<file path="config.mk">
export PLATFORM = sky130hd
export DESIGN_NAME = btn_event_array
export DESIGN_NICKNAME = d
export VERILOG_FILES = /design/src/rtl/btn_event_array.sv
export SDC_FILE = /design/constraint.sdc
export NUM_CORES = 1
export LEC_CHECK = 0
export BUFFER_PORTS_ARGS = -buffer_cell sky130_fd_sc_hd__buf_2
export CAP_MARGIN = 20
export CORE_MARGIN = 10
export CORE_UTILIZATION = 52
export CTS_BUF_LIST = sky130_fd_sc_hd__clkbuf_4
export DETAILED_ROUTE_END_ITERATION = 10
export GPL_TIMING_DRIVEN = 0
export PLACE_DENSITY = 0.75
export RECOVER_POWER = 100
export SETUP_SLACK_MARGIN = 0.15
export SLEW_MARGIN = 25
export SYNTH_ARGS = -nofsm -noshare
export SYNTH_HDL_FRONTEND = slang
export SYNTH_HIERARCHICAL = 1
export SYNTH_SLANG_ARGS = --single-unit
</file>
<file path="constraint.sdc">
create_clock -name clk_1MHz -period 2.7 [get_ports clk_1MHz]
set_input_delay 0.27 -clock clk_1MHz [delete_from_list [all_inputs] [get_ports clk_1MHz]]
set_output_delay 0.27 -clock clk_1MHz [all_outputs]
set_load 0.01 [all_outputs]
</file>
<file path="src/rtl/btn_event_array.sv">
// N-channel push-button front end: sync, debounce, press/release/long/repeat events.
// Define BTN_AUTOREPEAT_EN to build the LONG_HELD repeat counter and btn_repeat pulses.

module btn_event_lane #(
  parameter int DEBOUNCE_US = 20000,
  parameter int LONG_US     = 1000000,
`ifdef BTN_AUTOREPEAT_EN
  parameter int REPEAT_US   = 200000,
`endif
  parameter int ACTIVE_LOW  = 0,
  parameter int CW          = 21
) (
  input  logic clk,
  input  logic rst_n,
  input  logic raw,
  output logic level,
  output logic press,
  output logic rel,
  output logic long_hit,
  output logic rep
);

  typedef enum logic [2:0] {
    RELEASED,
    PRESS_WAIT,
    PRESSED,
    LONG_HELD,
    RELEASE_WAIT
  } state_t;

  localparam logic          POL       = (ACTIVE_LOW != 0);
  localparam logic [CW-1:0] DB_LAST   = CW'(DEBOUNCE_US - 1);
  localparam logic [CW-1:0] LONG_LAST = CW'(LONG_US - 1);
  localparam logic [CW-1:0] LONG_SAT  = CW'(LONG_US);

  logic [1:0]    sync;
  logic          on;
  state_t        state, state_d;
  logic [CW-1:0] cnt, cnt_d;
  logic [CW-1:0] hold, hold_d;
  logic          from_long, from_long_d;
  logic          level_d, press_d, rel_d, long_d;

  assign on = sync[1];

`ifdef BTN_AUTOREPEAT_EN
  localparam logic [CW-1:0] REP_LAST = CW'(REPEAT_US - 1);
  logic [CW-1:0] rep_cnt, rep_cnt_d;
  logic          rep_q, rep_d;
  assign rep = rep_q;
`else
  assign rep = 1'b0;
`endif

  always_ff @(posedge clk) begin
    if (!rst_n) begin
      sync      <= 2'b00;
      state     <= RELEASED;
      cnt       <= '0;
      hold      <= '0;
      from_long <= 1'b0;
      level     <= 1'b0;
      press     <= 1'b0;
      rel       <= 1'b0;
      long_hit  <= 1'b0;
`ifdef BTN_AUTOREPEAT_EN
      rep_cnt   <= '0;
      rep_q     <= 1'b0;
`endif
    end else begin
      sync      <= {sync[0], raw ^ POL};
      state     <= state_d;
      cnt       <= cnt_d;
      hold      <= hold_d;
      from_long <= from_long_d;
      level     <= level_d;
      press     <= press_d;
      rel       <= rel_d;
      long_hit  <= long_d;
`ifdef BTN_AUTOREPEAT_EN
      rep_cnt   <= rep_cnt_d;
      rep_q     <= rep_d;
`endif
    end
  end

  always_comb begin
    state_d     = state;
    cnt_d       = cnt;
    hold_d      = hold;
    from_long_d = from_long;
    level_d     = level;
    press_d     = 1'b0;
    rel_d       = 1'b0;
    long_d      = 1'b0;

    // Hold time keeps running through a release bounce so long-press timing is unaffected.
    if ((state == PRESSED || (state == RELEASE_WAIT && !from_long)) && hold != LONG_SAT)
      hold_d = hold + CW'(1);

`ifdef BTN_AUTOREPEAT_EN
    rep_cnt_d = rep_cnt;
    rep_d     = 1'b0;
    if (state == LONG_HELD || (state == RELEASE_WAIT && from_long))
      rep_cnt_d = (rep_cnt == REP_LAST) ? '0 : rep_cnt + CW'(1);
    if (state == LONG_HELD && on && rep_cnt == REP_LAST)
      rep_d = 1'b1;
`endif

    case (state)
      RELEASED: begin
        if (on) begin
          state_d = PRESS_WAIT;
          cnt_d   = '0;
        end
      end
      PRESS_WAIT: begin
        if (!on) begin
          state_d = RELEASED;
        end else if (cnt == DB_LAST) begin
          state_d     = PRESSED;
          level_d     = 1'b1;
          press_d     = 1'b1;
          hold_d      = '0;
          from_long_d = 1'b0;
        end else begin
          cnt_d = cnt + CW'(1);
        end
      end
      PRESSED: begin
        if (!on) begin
          state_d = RELEASE_WAIT;
          cnt_d   = '0;
        end else if (hold >= LONG_LAST) begin
          state_d     = LONG_HELD;
          long_d      = 1'b1;
          from_long_d = 1'b1;
`ifdef BTN_AUTOREPEAT_EN
          rep_cnt_d   = '0;
`endif
        end
      end
      LONG_HELD: begin
        if (!on) begin
          state_d = RELEASE_WAIT;
          cnt_d   = '0;
        end
      end
      RELEASE_WAIT: begin
        if (on) begin
          state_d = from_long ? LONG_HELD : PRESSED;
        end else if (cnt == DB_LAST) begin
          state_d = RELEASED;
          level_d = 1'b0;
          rel_d   = 1'b1;
        end else begin
          cnt_d = cnt + CW'(1);
        end
      end
      default: state_d = RELEASED;
    endcase
  end

endmodule

module btn_event_array #(
  parameter int NUM_BTN     = 4,
  parameter int DEBOUNCE_US = 20000,
  parameter int LONG_US     = 1000000,
  parameter int REPEAT_US   = 200000,
  parameter int ACTIVE_LOW  = 0
) (
  input  logic               clk_1MHz,
  input  logic               rst_n,
  input  logic [NUM_BTN-1:0] btn_in,
  output logic [NUM_BTN-1:0] btn_level,
  output logic [NUM_BTN-1:0] btn_press,
  output logic [NUM_BTN-1:0] btn_release,
  output logic [NUM_BTN-1:0] btn_long,
  output logic [NUM_BTN-1:0] btn_repeat
);

  localparam int MAX_A = (DEBOUNCE_US > LONG_US) ? DEBOUNCE_US : LONG_US;
  localparam int MAX_P = (MAX_A > REPEAT_US) ? MAX_A : REPEAT_US;
  localparam int CW    = $clog2(MAX_P) + 1;

  for (genvar g = 0; g < NUM_BTN; g++) begin : g_lane
    btn_event_lane #(
      .DEBOUNCE_US (DEBOUNCE_US),
      .LONG_US     (LONG_US),
`ifdef BTN_AUTOREPEAT_EN
      .REPEAT_US   (REPEAT_US),
`endif
      .ACTIVE_LOW  (ACTIVE_LOW),
      .CW          (CW)
    ) u_lane (
      .clk      (clk_1MHz),
      .rst_n    (rst_n),
      .raw      (btn_in[g]),
      .level    (btn_level[g]),
      .press    (btn_press[g]),
      .rel      (btn_release[g]),
      .long_hit (btn_long[g]),
      .rep      (btn_repeat[g])
    );
  end

endmodule

</file>
==> impl_metrics.csv <==
group,metric,value,unit
timing,final-setup-viol-count,0,
logic_synthesis,syn_area_per_cell,8.52,µm²
setup_path,cp_data_arrival_time,3.08,ns
timing,hold_ws,0.0732,ns
timing,hold_violations,0,
final_layout,mostFrequentLayoutCell,"sky130_fd_sc_hd__dfxtp_1",
logic_synthesis,yosysSeqAreaShare,37.2,%
hold_path,holdCritPathClass,"input port to flop",
timing,fin_skew,0.0413,ns
routing,drt-total-wl,24.4,mm
pwr,pwr-share-comb,3.3,%
final_layout,fillerInstances,1977,
pwr,internal-power,4.58,mW
clocking,max-clock-path-buffers,3,
logic_synthesis,yosys_warnings,6,
setup_path,worst-path-max-fanout,3,
timing,min_period,2.46,ns
placed_design,finalWeightedCongestion,0.865,
final_layout,synthToLayoutAreaGrowth,9.24,%
timing,final_max_slew_viol_count,0,
global_routing,antenna_violations_before_repair,1,
final_layout,most-common-layout-cells,"208 x sky130_fd_sc_hd__dfxtp_1, 144 x sky130_fd_sc_hd__nor2_1, 123 x sky130_fd_sc_hd__nand2_1, 80 x sky130_fd_sc_hd__clkbuf_4, 68 x sky130_fd_sc_hd__nand3_1",
outcome,run_status,"finished, final reports clean",
routing,drt.antenna.violating_nets,0,
routing,route.vias.total,9969,
final_layout,layout.nets,1415,
routing,tritonroute_pass_1_iters,4,
logic_synthesis,number_of_distinct_library_cells_after_synthesis,97,
timing,timing.fmax,0.406,GHz
global_routing,grt_max_degree,15,
routing,viasPerCell,5.83,
timing,slew_headroom,41.3,%
logic_synthesis,async_flop_share,0,%
clocking,clk_pin_slew_worst_paths,0.06,ns
setup_path,worst-setup-path-type,"flop to flop",
clocking,cts_setup_buffers,0,
logic_synthesis,syn_nets,1334,
routing,dr.first_iter.drc_count,494,
die,core,21100,µm²
global_routing,track_usage,16.7,%
final_layout,post_route_cells_drive_above_1_share,13.0,%
routing,detail_route.drc_violations,0,
die,floorplan.rows,53,
global_routing,grt_pass1_wl,41.9,mm
timing,worstMarginPinSlew,0.877,ns
logic_synthesis,synthesis.area,11200,µm²
die,fp.dieArea,27800,µm²
routing,avgRoutedWirePerCell,14.3,µm
logic_synthesis,ys_ff_latch,208,
clocking,tritoncts,"built",
clocking,htree_levels,2,
clocking,clk_latency,0.68,ns
clocking,clock_sink_count,208,
clocking,clock_tree.root_cell,"sky130_fd_sc_hd__clkbuf_4",
pwr,clock_power_share,45.1,%
clocking,cts_buffers,54,
setup_path,critPathRequiredTime,3.32,ns
final_layout,postLayoutCoreUtil,58.1,%
logic_synthesis,postSynthCellCount,1316,
logic_synthesis,yosys_most_used_dff,"sky130_fd_sc_hd__dfxtp_1",
die,starting_density_of_the_core,53.1,%
pwr,static-leakage-power,4.36,nW
global_routing,globalRouteOverflowTotal,0,
die,die_h,167,µm
pwr,powerDensity,488,nW/µm²
placed_design,hpwl,16.8,mm
pwr,peakVddDrop,0.000328,V
pwr,pwr-share-seq,51.7,%
timing,timing.final.crit_share,91.2,%
placed_design,portBuffers,21,
die,floorplan.io_pins,26,
timing,rsz0062_at_grt,"false",
pwr,swShare,23.4,%
global_routing,via_count_of_the_first_global_routing_pass,9120,
job,max_capacitance_violation_total,0,
die,die_width,167,µm
pwr,net_switching_power,1.40,mW
setup_path,worstSetupStartpointType,"flop",
logic_synthesis,synth-edff-count,0,
setup_path,critPathCaptureType,"flop",
## worst max-delay path, stage by stage (launching register included)
cell and delay, ns:
sky130_fd_sc_hd__dfxtp_1 0.33, sky130_fd_sc_hd__or4_4 0.54, sky130_fd_sc_hd__or4_1 0.58, sky130_fd_sc_hd__nor4b_1 0.37, sky130_fd_sc_hd__nor3_2 0.10, sky130_fd_sc_hd__nor4_1 0.36
sky130_fd_sc_hd__a21o_1 0.13
## cell usage after synthesis, types with 5 or more instances
library cell | count | area [µm²]
sky130_fd_sc_hd__buf_4 | 6 | 45.0
sky130_fd_sc_hd__o211ai_1 | 19 | 143
sky130_fd_sc_hd__mux2i_1 | 12 | 120
sky130_fd_sc_hd__o21ai_1 | 8 | 40.0
sky130_fd_sc_hd__o21ai_0 | 27 | 135
sky130_fd_sc_hd__clkbuf_1 | 26 | 97.6
sky130_fd_sc_hd__nor4_4 | 5 | 106
sky130_fd_sc_hd__o21a_1 | 6 | 45.0
sky130_fd_sc_hd__nand2b_1 | 6 | 37.5
sky130_fd_sc_hd__or2_2 | 5 | 31.3
sky130_fd_sc_hd__xor2_1 | 31 | 272
sky130_fd_sc_hd__and4_1 | 20 | 175
sky130_fd_sc_hd__a2111oi_0 | 5 | 43.8
sky130_fd_sc_hd__nand3_1 | 69 | 345
sky130_fd_sc_hd__nand4_1 | 40 | 250
sky130_fd_sc_hd__a21oi_1 | 51 | 255
sky130_fd_sc_hd__and3_1 | 32 | 200
sky130_fd_sc_hd__ha_1 | 12 | 150
sky130_fd_sc_hd__or3_1 | 27 | 169
sky130_fd_sc_hd__and2_1 | 20 | 125
sky130_fd_sc_hd__a41o_1 | 7 | 70.1
sky130_fd_sc_hd__dfxtp_1 | 208 | 4160
sky130_fd_sc_hd__nor3_1 | 41 | 205
sky130_fd_sc_hd__nor2b_1 | 6 | 37.5
sky130_fd_sc_hd__a31o_2 | 13 | 114
sky130_fd_sc_hd__or4_1 | 29 | 218
sky130_fd_sc_hd__inv_1 | 30 | 113
sky130_fd_sc_hd__nand2_1 | 123 | 462
sky130_fd_sc_hd__nor4b_1 | 5 | 43.8
sky130_fd_sc_hd__o31a_1 | 8 | 70.1
sky130_fd_sc_hd__a31oi_1 | 29 | 181
sky130_fd_sc_hd__xnor2_1 | 50 | 438
sky130_fd_sc_hd__nor4_1 | 24 | 150
sky130_fd_sc_hd__o31ai_1 | 19 | 143
sky130_fd_sc_hd__buf_2 | 25 | 125
sky130_fd_sc_hd__nor2_1 | 144 | 541
sky130_fd_sc_hd__buf_6 | 5 | 56.3
## power by group through the flow
stage	Sequential (mW)	Clock [mW]	Combinational, mW
6_report	3.09	2.69	0.195
3_3_place_gp	3.15	0	0.189
3_5_place_dp	3.15	0	0.191
5_1_grt	3.08	2.98	0.217
4_1_cts	3.09	2.80	0.196
2_1_floorplan	3.15	0	0.137
## registers in the layout, indices dropped and copies added, names as in the netlist
signal and cells:
g_lane.u_lane/press 4, g_lane.u_lane/from_long 4, g_lane.u_lane/long_hit 4, g_lane.u_lane/sync 8
g_lane.u_lane/cnt 84, g_lane.u_lane/level 4, g_lane.u_lane/hold 84, g_lane.u_lane/state 12
g_lane.u_lane/rel 4
## through the flow
| stage | power, mW | cells | setup WS [ns] | setup TNS, ns | instance area [µm²] |
|---|---|---|---|---|---|
| 2_1_floorplan | 3.29 | 1316 | 0.594 | 0 | 11200 |
| 3_3_place_gp | 3.34 | 1612 | -0.157 | -0.570 | 11700 |
| 3_5_place_dp | 3.35 | 1612 | -0.148 | -0.514 | 11700 |
| 4_1_cts | 6.08 | 1710 | 0.174 | 0 | 12400 |
| 5_1_grt | 6.28 | 1711 | 0.0853 | 0 | 12200 |
| 6_report | 5.97 | 1711 | 0.238 | 0 | 12200 |
## area by class of cell
class                      count  area [µm²]  share of cell area (%)
antenna                        1        2.50                  0.0204
buffer                        68         349                    2.85
clock buffer                  80         601                    4.91
clock inverter                14        80.1                   0.654
inverter                      30         113                   0.920
multi-input combinational   1010        6470                    52.8
sequential                   208        4160                    34.0
tap                          275         344                    2.81
timing repair buffer          25         124                    1.01
## cell families after synthesis
kind of cell	count (synthesis)	synth area share (%)
other	4	0.134
DFF	208	37.2
xor gates and xnor gates	81	6.33
muxes	12	1.07
adders and majority gates	12	1.34
buffers and inverters	98	4.21
AOI/OAI and AO/OA	253	17.4
and+or+nand+nor	648	32.4
## what timing repair did
item,4_1_cts,5_1_grt
endpoints found under the hold margin,4,0
setup endpoints to repair,0,39
gates resized for setup,0,14
hold buffers,4,0
## final timing paths
| path | cells past startpoint | slack, ns | to | startpoint |
|---|---|---|---|---|
| hold reg to reg | 1 | 0.43 | g_lane[1].u_lane/sync[1] | g_lane[1].u_lane/sync[0] |
| setup reg to reg | 6 | 0.24 | g_lane[2].u_lane/from_long | g_lane[2].u_lane/hold[11] |
| hold / removal | 3 | 0.07 | g_lane[0].u_lane/long_hit | rst_n |
| setup / recovery | 6 | 0.24 | g_lane[2].u_lane/from_long | g_lane[2].u_lane/hold[11] |
## per-layer routing
metal	wire length (µm)	part of all wire (%)	global-route usage (%)
met1	11500	47	21.7
met5	0	0	0
met3	1260	5.1	3.48
met2	11100	46	26.8
met4	509	2.1	5.88
No activity file was read; power rests on OpenSTA's default activity.
